`config.mk`:
```
export PLATFORM = sky130hd
export DESIGN_NAME = serial_adder_flat
export DESIGN_NICKNAME = d
export VERILOG_FILES = /design/src/rtl/serial_adder_if.sv /design/src/rtl/serial_adder.sv /design/src/flat_wrapper.sv
export SDC_FILE = /design/constraint.sdc
export NUM_CORES = 1
export LEC_CHECK = 0
export BUFFER_PORTS_ARGS = -buffer_cell sky130_fd_sc_hd__buf_2
export CORE_MARGIN = 1.5
export CORE_UTILIZATION = 40
export CTS_CLUSTER_DIAMETER = 150
export DETAILED_ROUTE_END_ITERATION = 7
export GPL_ROUTABILITY_DRIVEN = 0
export HOLD_SLACK_MARGIN = 0.03
export SLEW_MARGIN = 20
export SYNTH_ARGS = -nofsm -noshare
export SYNTH_HDL_FRONTEND = slang
export SYNTH_SLANG_ARGS = --single-unit
```
`constraint.sdc`:
```
create_clock -name clk -period 1.5 [get_ports clk]
set_clock_uncertainty 0.2 [all_clocks]
set_input_delay 0.075 -clock clk [delete_from_list [all_inputs] [get_ports clk]]
set_output_delay 0.075 -clock clk [all_outputs]
set_load 0.02 [all_outputs]
```
`src/rtl/serial_adder_if.sv`:
```
// Operand/result bundle for the bit-serial adder: start/busy/done handshake plus operands and results.
interface serial_adder_if #(
    parameter int WIDTH = 8
);
    logic             start;
    logic             sub;
    logic [WIDTH-1:0] a;
    logic [WIDTH-1:0] b;
    logic             cin;
    logic             busy;
    logic             done;
    logic [WIDTH-1:0] sum;
    logic             cout;
    logic             ovf;

    modport master (
        output start, sub, a, b, cin,
        input  busy, done, sum, cout, ovf
    );

    modport slave (
        input  start, sub, a, b, cin,
        output busy, done, sum, cout, ovf
    );
endinterface

```
`src/rtl/serial_adder.sv`:
```
// Bit-serial N-bit adder/subtractor: one full-adder cell plus a carry flop, one bit per clock, LSB first.
module serial_adder #(
    parameter int WIDTH = 8
) (
    input  logic           clk,
    input  logic           rst_n,
    serial_adder_if.slave  bus
);
    localparam int CW = (WIDTH > 1) ? $clog2(WIDTH) : 1;
    localparam logic [CW-1:0] LAST_BIT = CW'(WIDTH - 1);

    typedef enum logic [1:0] {
        IDLE,
        RUN,
        DONE
    } state_t;

    state_t           state;
    logic [WIDTH-1:0] a_sr;
    logic [WIDTH-1:0] b_sr;
    logic [WIDTH-2:0] res_sr;
    logic             carry;
    logic [CW-1:0]    bit_cnt;
    logic             busy_q;
    logic             done_q;
    logic [WIDTH-1:0] sum_q;
    logic             cout_q;
    logic             ovf_q;

    logic             bit_sum;
    logic             carry_next;
    logic [WIDTH-1:0] res_next;

    assign bit_sum    = a_sr[0] ^ b_sr[0] ^ carry;
    assign carry_next = (a_sr[0] & b_sr[0]) | (carry & (a_sr[0] ^ b_sr[0]));
    assign res_next   = {bit_sum, res_sr};

    always_ff @(posedge clk or negedge rst_n) begin
        if (!rst_n) begin
            state   <= IDLE;
            a_sr    <= '0;
            b_sr    <= '0;
            res_sr  <= '0;
            carry   <= 1'b0;
            bit_cnt <= '0;
            busy_q  <= 1'b0;
            done_q  <= 1'b0;
            sum_q   <= '0;
            cout_q  <= 1'b0;
            ovf_q   <= 1'b0;
        end else begin
            case (state)
                IDLE: begin
                    done_q <= 1'b0;
                    if (bus.start) begin
                        // Subtraction is a + ~b + 1: invert B and seed the carry with 1.
                        a_sr    <= bus.a;
                        b_sr    <= bus.sub ? ~bus.b : bus.b;
                        carry   <= bus.sub ? 1'b1 : bus.cin;
                        bit_cnt <= '0;
                        busy_q  <= 1'b1;
                        state   <= RUN;
                    end
                end
                RUN: begin
                    res_sr  <= res_next[WIDTH-1:1];
                    a_sr    <= a_sr >> 1;
                    b_sr    <= b_sr >> 1;
                    carry   <= carry_next;
                    bit_cnt <= bit_cnt + 1'b1;
                    if (bit_cnt == LAST_BIT) begin
                        // On the MSB edge, carry is the carry into the MSB, so ovf needs no extra flop.
                        sum_q  <= res_next;
                        cout_q <= carry_next;
                        ovf_q  <= carry ^ carry_next;
                        busy_q <= 1'b0;
                        done_q <= 1'b1;
                        state  <= DONE;
                    end
                end
                DONE: begin
                    done_q <= 1'b0;
                    state  <= IDLE;
                end
                default: begin
                    busy_q <= 1'b0;
                    done_q <= 1'b0;
                    state  <= IDLE;
                end
            endcase
        end
    end

    assign bus.busy = busy_q;
    assign bus.done = done_q;
    assign bus.sum  = sum_q;
    assign bus.cout = cout_q;
    assign bus.ovf  = ovf_q;
endmodule
```
`src/flat_wrapper.sv`:
```
// flat-port wrapper written by rule: the top's interface ports become plain ports
module serial_adder_flat 
#(
    parameter int WIDTH = 8
)
  (clk, rst_n, bus_start, bus_sub, bus_a, bus_b, bus_cin, bus_busy, bus_done, bus_sum, bus_cout, bus_ovf);
  serial_adder_if #(.WIDTH(WIDTH)) bus_i ();
  input  logic clk;
  input  logic rst_n;
  input wire logic [$bits(bus_i.start)-1:0] bus_start;
  input wire logic [$bits(bus_i.sub)-1:0] bus_sub;
  input wire logic [$bits(bus_i.a)-1:0] bus_a;
  input wire logic [$bits(bus_i.b)-1:0] bus_b;
  input wire logic [$bits(bus_i.cin)-1:0] bus_cin;
  output wire logic [$bits(bus_i.busy)-1:0] bus_busy;
  output wire logic [$bits(bus_i.done)-1:0] bus_done;
  output wire logic [$bits(bus_i.sum)-1:0] bus_sum;
  output wire logic [$bits(bus_i.cout)-1:0] bus_cout;
  output wire logic [$bits(bus_i.ovf)-1:0] bus_ovf;
  assign bus_i.start = bus_start;
  assign bus_i.sub = bus_sub;
  assign bus_i.a = bus_a;
  assign bus_i.b = bus_b;
  assign bus_i.cin = bus_cin;
  assign bus_busy = bus_i.busy;
  assign bus_done = bus_i.done;
  assign bus_sum = bus_i.sum;
  assign bus_cout = bus_i.cout;
  assign bus_ovf = bus_i.ovf;
  serial_adder #(.WIDTH(WIDTH)) u_core (.clk(clk), .rst_n(rst_n), .bus(bus_i));
endmodule
```
==> results of run 1 <==
==> worst max-delay path, stage by stage (launching register included) <==
cell	delay (ps)
dfrtp_1	400
ha_2	200
ha_4	180
nand3b_4	140
mux2_1	330
==> metal layers <==
layer | wire [um] | GRT usage (%)
met5 | 0 | 0
met4 | 42 | 6.29
met1 | 2010 | 21.0
met3 | 153 | 5.00
met2 | 2160 | 29.8
==> state kept, by name, summed over array words and instances (netlist names) <==
name and cells:
u_core.a_sr 8, u_core.carry 1, u_core.bit_cnt 3, u_core.bus.sum 8, u_core.res_sr 7, u_core.state 2
u_core.b_sr 8, u_core.bus.cout 1, u_core.bus.ovf 1, u_core.bus.done 1, u_core.bus.busy 1
==> final timing paths <==
path	endpoint	slack, ps	cells after the start	startpoint
worst max-delay path	u_core.bus.sum[4]$_DFFE_PN0P_	-60	4	u_core.bit_cnt[0]$_DFFE_PN0P_
worst min-delay path	u_core.b_sr[0]$_DFFE_PN0P_	100	3	bus_sub
worst max register to register	u_core.bus.sum[4]$_DFFE_PN0P_	-60	4	u_core.bit_cnt[0]$_DFFE_PN0P_
worst min register to register	u_core.bus.sum[4]$_DFFE_PN0P_	290	1	u_core.bus.sum[4]$_DFFE_PN0P_
max in group asynchronous	u_core.state[1]$_DFFE_PN0P_	560	3	rst_n
min in group asynchronous	u_core.bus.sum[5]$_DFFE_PN0P_	160	3	rst_n
==> logic make-up (layout without fill, tap and decap cells) <==
group                      after synthesis  count (layout)  synth area share, %
buffers and inverters                   21              94                 5.57
adders and majority gates                3               3                 2.33
AOI/OAI and AO/OA                       47              47                 16.7
DFF                                     41              41                 53.1
muxes                                   18              18                 10.4
and+or+nand+nor                         25              26                 7.77
xor gates and xnor gates                 9               9                 4.08
==> power by group <==
group,switching (mW),total (mW),internal (mW),leakage [nW]
Clock,0.411,0.746,0.335,0.0447
Sequential,0.348,1.92,1.57,0.519
Combinational,1.03,2.40,1.37,0.745
==> cells in the final DEF, fill, tap and decap left out, types with 2 or more instances in the layout <==
cell,n
inv_1,8
mux2_4,13
buf_2,33
nand3b_4,2
o32ai_2,6
buf_4,19
buf_6,5
buf_8,2
o21ai_0,5
mux2_1,3
dlygate4sd3_1,18
a21oi_1,10
a22oi_1,8
clkbuf_8,5
nor2_1,4
nand2_1,5
xnor2_1,8
nor2b_1,10
a221o_1,6
dfrtp_1,40
a22o_1,2
nor2b_4,2
o21ai_1,7
==> cell type report <==
type | count | area [um^2] | area share (%)
timing repair buffer | 78 | 599 | 21.6
multi-input combinational | 103 | 955 | 34.4
clock inverter | 3 | 25.0 | 0.903
inverter | 8 | 30.0 | 1.08
clock buffer | 5 | 68.8 | 2.48
tap | 54 | 67.6 | 2.44
sequential | 41 | 1030 | 37.0
==> timing repair <==
item,CTS,global route
buffers inserted,0,8
cloned,1,2
endpoints found under the hold margin,58,0
endpoints found under the setup margin,28,32
pin swaps,1,8
resized for setup,11,32
hold buffers,18,0
==> results.txt, run 1 <==
Across all hold checks on the routed design, the worst slack comes to 96.8 ps. The post-synthesis async set-or-reset flop share was 100%; the total inserted antenna cells was 0. Wires add up to 4370 um. The mean instance size in the synthesized netlist was 11.8 um^2; the largest fanout of any net on the critical path was 6. The cell area power density was 1830 nW/um^2; the half-perimeter wire length after placement was 2710 um.

Counting the buffers created by CTS gives 5. The die covers 5260 um^2. The most instantiated flip-flop cell in the synthesis netlist was dfrtp_1. The dominant cell type by area after synthesis is dfrtp_1. Core area: 4690 um^2.

The pin count of the biggest net entering global routing came out at 42. The H-tree was split into 2 levels. In the final routed layout, each cell accounts on average for 15.0 um.

The run gives -57.0 ps as the worst setup margin. For the synthesized net count, the log shows 188. The clock passes through at most 2 buffers. Across all layers, the routed design uses 1518 vias. The iteration count of the initial detailed-routing pass is 4. The checks that failed: setup timing. After the last flow step, the layout net total stands at 261.

For this run, the share of the core covered by cells in the final layout is 59.1%. The tools report the number of pins with negative max-slew slack in the final report as 0. Sorting the synthesized cells by how often they occur yields dfrtp_1, nor2b_1, a21oi_1, o21ai_0. In the final timing run, aggregate negative setup slack is -390 ps. The tools report the post-placement setup slack as -77.9 ps. Across the VDD grid, the largest voltage drop is 773 uV.

TritonCTS built the clock tree. The area growth from synthesis to layout was 43.5%; the share of Yosys cell area claimed by the top area cell type was 53.1%. The worst min-delay path category was in -> reg. The first global-routing pass estimated 6930 um of wire. Yosys instantiated no cell more often than dfrtp_1. The setup violation total in the final timing report came out at 14. The starting density of the core is 41.2%. The endpoint class of the critical path was a register. In the finished design, the share of the clock period the worst path needs comes to 104%.

The highest clock rate was 642 MHz; the worst path required time was 1500 ps. The tools report the post-synthesis cell type count as 29. The clock reaches the later pin of the worst-skew pair after 300 ps. The tools report the startpoint type of the worst setup path as a register. The count of nets left with antenna violations once routing finished came out at 0. The measured slew at the worst slew-check pin is 517 ps. The final instance area was 2770 um^2; the all-layer global routing usage was 17.4%. The number of placed instances with taps included is 255. Setup repair after global routing could not meet its margin everywhere. After synthesis the netlist holds a flip-flop and latch count of 41. The cell sitting at the root of the clock tree is a clkbuf_8. The smallest clock period supported by the final layout is computed as 1560 ps. The run gives 0 as the count of unresolved DRC violations after routing.

Row generation in the floorplan step produced 25 rows. The tools report the top-level I/O count as 33. Once placement finished, the instance area stood at 2230 um^2. The flow ran to the end, but the final reports show violations. Via count of the first global-routing pass: 1525. The tools report the post-synthesis instance total as 164.

The horizontal die dimension was 72.5 um. The number of hold violations in the final report was 0. The chip height works out to 72.5 um. Port buffer count: 32. For this run, the register share of the synthesized area comes to 53.1%. The total power consumption of the routed design was 5.07 mW. The finished layout holds 292 standard cells, fillers aside. The run gives 1550 ps as the data arrival time of the critical path. The number of synthesized flops with an enable pin came out at 0.

After global routing the overflow that remains totals 0. The detailed router finished its first iteration with 83 violations. The tools report the initial antenna violation count as 0.

The worst slew margin relative to its limit came out at 65.5%. After detailed routing, the number of vias per cell comes to 5.20. The layout has 386 filler cells.

The analysis attributes to cell leakage a power of 1.31 nW. The max-cap check violation count is 0. The type of the setup path with the least slack is reg -> reg.

During synthesis, Yosys emitted a total of 0 warnings. After synthesis, the cell types taking the most area are dfrtp_1, mux2_2, mux2_1. Clock tree synthesis found a total of 41 sinks. The post-route netlist has 42.0% of its cells at a drive strength greater than 1.

The summed instance area of the synthesized netlist is 1930 um^2, and the CTS clock-pin slew for the worst setup and hold paths is 90 ps.
(Power assumes the default switching activity.)
==> run 2, diff against run 1 <==
--- a/config.mk
+++ b/config.mk
@@ -6,12 +6,16 @@
 export NUM_CORES = 1
 export LEC_CHECK = 0
 export BUFFER_PORTS_ARGS = -buffer_cell sky130_fd_sc_hd__buf_2
+export CELL_PAD_IN_SITES_DETAIL_PLACEMENT = 0
+export CELL_PAD_IN_SITES_GLOBAL_PLACEMENT = 2
+export CORE_ASPECT_RATIO = 0.8
 export CORE_MARGIN = 1.5
-export CORE_UTILIZATION = 40
+export CORE_UTILIZATION = 33
 export CTS_CLUSTER_DIAMETER = 150
 export DETAILED_ROUTE_END_ITERATION = 7
 export GPL_ROUTABILITY_DRIVEN = 0
 export HOLD_SLACK_MARGIN = 0.03
+export PLACE_DENSITY_LB_ADDON = 0.1
 export SLEW_MARGIN = 20
 export SYNTH_ARGS = -nofsm -noshare
 export SYNTH_HDL_FRONTEND = slang
==> results.txt, run 2 (synthesis results as in run 1) <==
The startpoint identified for the worst register-to-register timing path is u_core.bit_cnt[0]$_DFFE_PN0P_. The total grt overflow was 0 (unchanged). For the H-tree depth, the log shows 2 (unchanged).

The post-route setup TNS is -308 ps (+82.1 ps), and the via count of the first global-routing pass is 1500 (-1.6%). The routed via count came out at 1508 (-0.66%). Clock tree root driver cell: clkbuf_8. The worst path required time is 1480 ps (-20 ps).

The endpoint identified for the worst register-to-register timing path is u_core.bus.sum[5]$_DFFE_PN0P_. The via density per instance was 4.85 (-6.7%). Pin count of the biggest net entering global routing: 27 (-36%). The tools report the core area as 5560 um^2 (+18%). The port buffer count was 32 (unchanged). The number of placed instances with taps included was 279 (+9.4%); the CTS clock-pin slew for the worst setup and hold paths was 70 ps (-20 ps). Worst-case reg-to-reg path depth: 4 (unchanged).

The run gives 311 (+6.5%) as the number of cells in the finished layout apart from fillers. For the worst-case vdd ir drop, the log shows 736 uV (-4.8%). The iteration count of the initial detailed-routing pass is 4 (unchanged). The tools report the CTS sink count as 41 (unchanged). The utilization of the core after routing came out at 49.0% (-10 points). The source-to-sink clock delay at the later pin of the worst-skew pair was 290 ps (about the same). The largest fanout of any net on the critical path is 6 (unchanged). The tools report the total length of routed wires as 4620 um (+5.8%). The detailed-route wire length per cell came out at 14.8 um (-0.69%). The fraction of the cycle the final worst path needs is 103% (-0.48 points). The tools report the highest clock rate as 645 MHz (+0.46%). Initial antenna violation count: 0 (unchanged). The horizontal die dimension works out to 88.5 um (+22%). The run gives 2290 um^2 (+2.6%) as the post-place instance area.

Startpoint type of the worst setup path: a register. The total number of nets in the final design came out at 257 (-1.5%). The static leakage is 1.27 nW (-3.0%). The worst slew margin relative to its limit was 73.8% (+8.2 points); the standard-cell row count was 24 (-4.0%). The flow ran to the end, but the final reports show violations. The wire length of the first global-routing pass is 7290 um (+5.1%). The total inserted antenna cells is 0 (unchanged), and the DRC violation total after the first TritonRoute iteration is 64 (-23%).

The full die area came out at 6330 um^2 (+20%). The run gives 0 (unchanged) as the number of pins with negative max-slew slack in the final report. For the worst setup margin, the log shows -49.8 ps (+7.18 ps). The antenna violation net count after detailed routing is 0 (unchanged), and the cell area power density is 1780 nW/um^2 (-2.6%). The max-cap check violation count was 0 (unchanged); the setup violation total in the final timing report was 9 (-5). Type of the setup path with the least slack: reg -> reg. The half-perimeter wire length after placement was 2990 um (+10%); the count of unresolved DRC violations after routing was 0 (unchanged). The chip height was 71.4 um (-1.5%). The area growth from synthesis to layout is 40.9%.

The worst setup path is captured at a register. The checks that failed: setup timing. The minimum setup slack among reg-to-reg paths came out at -50 ps (about the same). The measured slew at the worst slew-check pin works out to 394 ps (-123 ps). The fraction of final layout cells sized beyond drive strength 1 is 40.3% (-1.7 points).

The total clock buffers created by CTS is 5 (unchanged). Data arrival time of the critical path: 1530 ps (-20 ps). In the layout the commonest cells are dfrtp_1, buf_2, buf_4. For the final instance area, the log shows 2720 um^2 (-1.9%). Most common library cell in the layout ignoring fill and taps: dfrtp_1.

The logs give 15.6% (-1.8 points) for the all-layer global routing usage and 2 (unchanged) for the maximum clock path buffer count. Time the worst path needs with I/O delays and setup: 1550 ps (-7.18 ps). The run gives 0 (unchanged) as the number of hold violations in the final report. The worst hold path belongs to the class in -> async.

Setup repair after global routing could not meet its margin everywhere. The top-level I/O count is 33 (unchanged), and the starting density of the core is 34.8% (-6.4 points). TritonCTS built the clock tree.
==> run 2: cell count changes in the layout (fill, tap and decap cells not counted), sizes merged <==
cell | previous run | this run
buf | 59 | 56
clkbuf | 6 | 7
clkinv | 1 | 0
clkinvlp | 1 | 0
inv | 9 | 8
==> run 2: critical path, stage by stage, from the launching register on <==
cell and delay (ps):
dfrtp_1 380, ha_2 200, ha_4 180, nand3b_4 160, mux2_4 320
==> run 2: cell type report <==
type / count / area, um^2
fill: 513 / 2830
sequential: 41 / 1030
multi-input combinational: 103 / 933
timing repair buffer: 74 / 547
tap: 78 / 97.6
clock buffer: 7 / 86.3
inverter: 8 / 30.0
==> run 2: power breakdown <==
part           internal, mW  total, mW  switching, mW
clock network         0.365      0.740          0.375
registers              1.57       1.92          0.346
logic                  1.20       2.19          0.990
==> run 2: how the worst max path moves through the flow <==
stage                                   from                             to
2_1_floorplan  u_core.bit_cnt[1]$_DFFE_PN0P_    u_core.bus.cout$_DFFE_PN0P_
3_3_place_gp   u_core.bit_cnt[1]$_DFFE_PN0P_  u_core.bus.sum[0]$_DFFE_PN0P_
3_5_place_dp   u_core.bit_cnt[1]$_DFFE_PN0P_  u_core.bus.sum[5]$_DFFE_PN0P_
4_1_cts        u_core.bit_cnt[0]$_DFFE_PN0P_  u_core.bus.sum[5]$_DFFE_PN0P_
5_1_grt        u_core.bit_cnt[0]$_DFFE_PN0P_  u_core.bus.sum[5]$_DFFE_PN0P_
6_report       u_core.bit_cnt[0]$_DFFE_PN0P_  u_core.bus.sum[5]$_DFFE_PN0P_
==> run 2: repair_timing <==
action / CTS / global route
hold buffers: 18 / 0
pin swaps: 3 / 5
gates resized for setup: 13 / 15
setup buffers: 2 / 3
endpoints found under the setup margin: 15 / 29
gates cloned: 1 / 1
endpoints found under the hold margin: 58 / 0
==> run 2: through the flow <==
step           power (mW)  hold WS [ps]  setup slack, ps
6_report             4.85          40.5            -49.8
3_3_place_gp         3.67          -183            -56.3
4_1_cts              4.76          39.6            -55.1
5_1_grt              5.18          70.3            -88.8
2_1_floorplan        3.08          -421            -61.1
3_5_place_dp         3.77          -175            -88.4
==> run 2: layer usage <==
layer / track usage, % / wire length, um / vias to the layer above
met2: 24.7 / 2150 / 26
met5: 0 / 0 / -
met4: 5.90 / 56 / 0
li1: - / - / 721
met1: 20.5 / 2260 / 754
met3: 4.15 / 150 / 7
==> run 3, diff against run 2 <==
--- a/config.mk
+++ b/config.mk
@@ -6,6 +6,7 @@
 export NUM_CORES = 1
 export LEC_CHECK = 0
 export BUFFER_PORTS_ARGS = -buffer_cell sky130_fd_sc_hd__buf_2
+export CAP_MARGIN = 20
 export CELL_PAD_IN_SITES_DETAIL_PLACEMENT = 0
 export CELL_PAD_IN_SITES_GLOBAL_PLACEMENT = 2
 export CORE_ASPECT_RATIO = 0.8
@@ -16,7 +17,8 @@
 export GPL_ROUTABILITY_DRIVEN = 0
 export HOLD_SLACK_MARGIN = 0.03
 export PLACE_DENSITY_LB_ADDON = 0.1
-export SLEW_MARGIN = 20
+export RECOVER_POWER = 25
+export SLEW_MARGIN = 25
 export SYNTH_ARGS = -nofsm -noshare
 export SYNTH_HDL_FRONTEND = slang
 export SYNTH_SLANG_ARGS = --single-unit
==> results.txt, run 3 (synthesis results as in run 1) <==
The run finished, with violations left. The tools report the final instance area as 2720 um^2 (-0.23%). The worst setup path startpoint was u_core.bit_cnt[0]$_DFFE_PN0P_.

The tools report the worst-case vdd ir drop as 737 uV (+0.11%). In the layout the commonest cells are dfrtp_1, buf_2, buf_4. The number of filler instances in the final layout was 514 (+0.19%).

The area of combinational cells with multiple inputs is 933 um^2 (unchanged), and the chip height is 71.4 um (unchanged). Measured slew at the worst slew-check pin: 910 ps (+516 ps). The worst slew margin relative to its limit came out at 39.4% (-34 points). Area used by sequential logic in the layout: 1030 um^2 (unchanged). The horizontal die dimension was 88.5 um (unchanged); the worst path required time was 1480 ps (about the same).

Compared with the post-synthesis result, the final layout area differs by 40.5%. The tools report the number of pins with negative max-slew slack in the final report as 0 (unchanged). The final reports fail on setup timing.

The total power consumption of the routed design was 4.85 mW (about the same); the number of hold violations in the final report was 0 (unchanged). The logs give 1530 ps (about the same) for the data arrival time of the critical path and 0 (unchanged) for the count of unresolved DRC violations after routing. The CTS clock-pin slew for the worst setup and hold paths works out to 80 ps (about the same). Capture point of the worst reg-to-reg path: u_core.bus.sum[5]$_DFFE_PN0P_.

The logs give 0 (unchanged) for the initial antenna violation count and 24 (unchanged) for the standard-cell row count. The post-place instance area was 2290 um^2 (unchanged); the via count of the first global-routing pass was 1500 (unchanged). In this run the worst setup path terminates at u_core.bus.sum[5]$_DFFE_PN0P_. The H-tree depth was 2 (unchanged); the via density per instance was 4.85 (about the same). The static leakage came out at 1.27 nW (-0.37%). The endpoint class of the critical path was a register.

The logs give 0 (unchanged) for the total inserted antenna cells and 27 (unchanged) for the pin count of the biggest net entering global routing. The tools report the startpoint type of the worst setup path as a register. In this run the critical register-to-register path is launched from u_core.bit_cnt[0]$_DFFE_PN0P_. The cell area power density came out at 1790 nW/um^2 (+0.19%). The total clock buffers created by CTS is 5 (unchanged). The fraction of the cycle the final worst path needs came out at 103% (about the same). The run gives 6330 um^2 (unchanged) as the full die area. The tools report the maximum clock path buffer count as 2 (unchanged). The port buffer count was 32 (unchanged). The library cell used most frequently in the layout, excluding fill and tap cells, is dfrtp_1. For the routed via count, the log shows 1507 (-0.066%). The setup violation total in the final timing report came out at 9 (unchanged). The tools report the max-cap check violation count as 0 (unchanged). Setup repair after global routing could not meet its margin everywhere. The all-layer global routing usage came out at 15.6% (unchanged). The total grt overflow is 0 (unchanged), and the minimum setup slack among reg-to-reg paths is -50 ps (about the same). Detailed-route wire length per cell: 14.9 um (about the same). Worst min-delay path category: in -> reg. The half-perimeter wire length after placement came out at 2990 um (unchanged). The tree is rooted in a clkbuf_8. The highest clock rate came out at 645 MHz (about the same). The fraction of final layout cells sized beyond drive strength 1 is 39.9% (-0.43 points), and the source-to-sink clock delay at the later pin of the worst-skew pair is 290 ps (about the same). The core area came out at 5560 um^2 (unchanged).

The top-level I/O count was 33 (unchanged); the largest fanout of any net on the critical path was 6 (unchanged). The wire length of the first global-routing pass is 7290 um (unchanged), and the worst setup margin is -49.9 ps (-0.152 ps). For the post-route setup TNS, the log shows -308 ps (-0.720 ps).

TritonCTS built the clock tree. The starting density of the core was 34.8% (unchanged). The critical path is of the reg -> reg type. The run gives 4 (unchanged) as the iteration count of the initial detailed-routing pass. The total length of routed wires is 4620 um (about the same), and the time the worst path needs with I/O delays and setup is 1550 ps (+0.152 ps). The run gives 0 (unchanged) as the antenna violation net count after detailed routing. The logs give 41 (unchanged) for the CTS sink count and 257 (unchanged) for the total number of nets in the final design. The tools report the post-placement setup slack as -88.4 ps (unchanged). The DRC violation total after the first TritonRoute iteration is 67 (+4.7%).

Worst-case reg-to-reg path depth: 4 (unchanged).
==> run 3: cell count changes in the layout (fill, tap and decap cells not counted) <==
cell      previous run  this run
buf_2               33        32
clkbuf_1             1         2
buf_12               2         1
buf_8                0         1
==> run 3: worst max-delay path, cell delays in order (launching register included) <==
cell,delay (ps)
dfrtp_1,380
ha_2,200
ha_4,180
nand3b_4,160
mux2_4,320
==> run 3: stage by stage <==
step / utilization, % / cells / hold WS, ps
2_1_floorplan: - / 164 / -421
3_3_place_gp: 41.2 / 279 / -183
3_5_place_dp: 41.2 / 279 / -175
4_1_cts: 47.3 / 307 / 39.6
5_1_grt: 48.9 / 311 / 131
6_report: 48.9 / 311 / 87.3
==> run 3: where the power goes <==
part / switching, mW / internal (mW) / total (mW)
clock network: 0.375 / 0.365 / 0.740
logic: 0.990 / 1.20 / 2.19
registers: 0.346 / 1.57 / 1.92
==> run 3: final cells by class <==
cell class                      count  share of cell area, %
Sequential cell                    41                   37.8
Multi-Input combinational cell    103                   34.4
Timing Repair Buffer               74                   19.9
Tap cell                           78                   3.59
Clock buffer                        7                   3.18
Inverter                            8                   1.11
==> run 3: routing by layer <==
metal	vias to the layer above	track usage [%]	part of all wire [%]
li1	721	-	-
met1	753	20.5	49
met2	26	24.7	47
met3	7	4.15	3.2
met4	0	5.90	1.2
met5	-	0	0
==> run 3: how the worst min path moves through the flow <==
stage | from | end | slack (ps) | depth (start not counted)
6_report | bus_start | u_core.b_sr[0]$_DFFE_PN0P_ | 90 | 4
5_1_grt | bus_sub | u_core.b_sr[0]$_DFFE_PN0P_ | 130 | 3
2_1_floorplan | rst_n | u_core.a_sr[0]$_DFFE_PN0P_ | -420 | 0
3_3_place_gp | rst_n | u_core.res_sr[5]$_DFFE_PN0P_ | -180 | 1
4_1_cts | rst_n | u_core.carry$_DFFE_PN0P_ | 40 | 2
3_5_place_dp | rst_n | u_core.bus.sum[4]$_DFFE_PN0P_ | -170 | 1
==> run 3: what timing repair did <==
item / 4_1_cts / 5_1_grt
setup endpoints to repair: 15 / 29
pin swaps: 3 / 5
setup buffers: 2 / 3
cloned: 1 / 1
endpoints found under the hold margin: 58 / 0
gates resized for setup: 13 / 15
hold buffers: 18 / 0
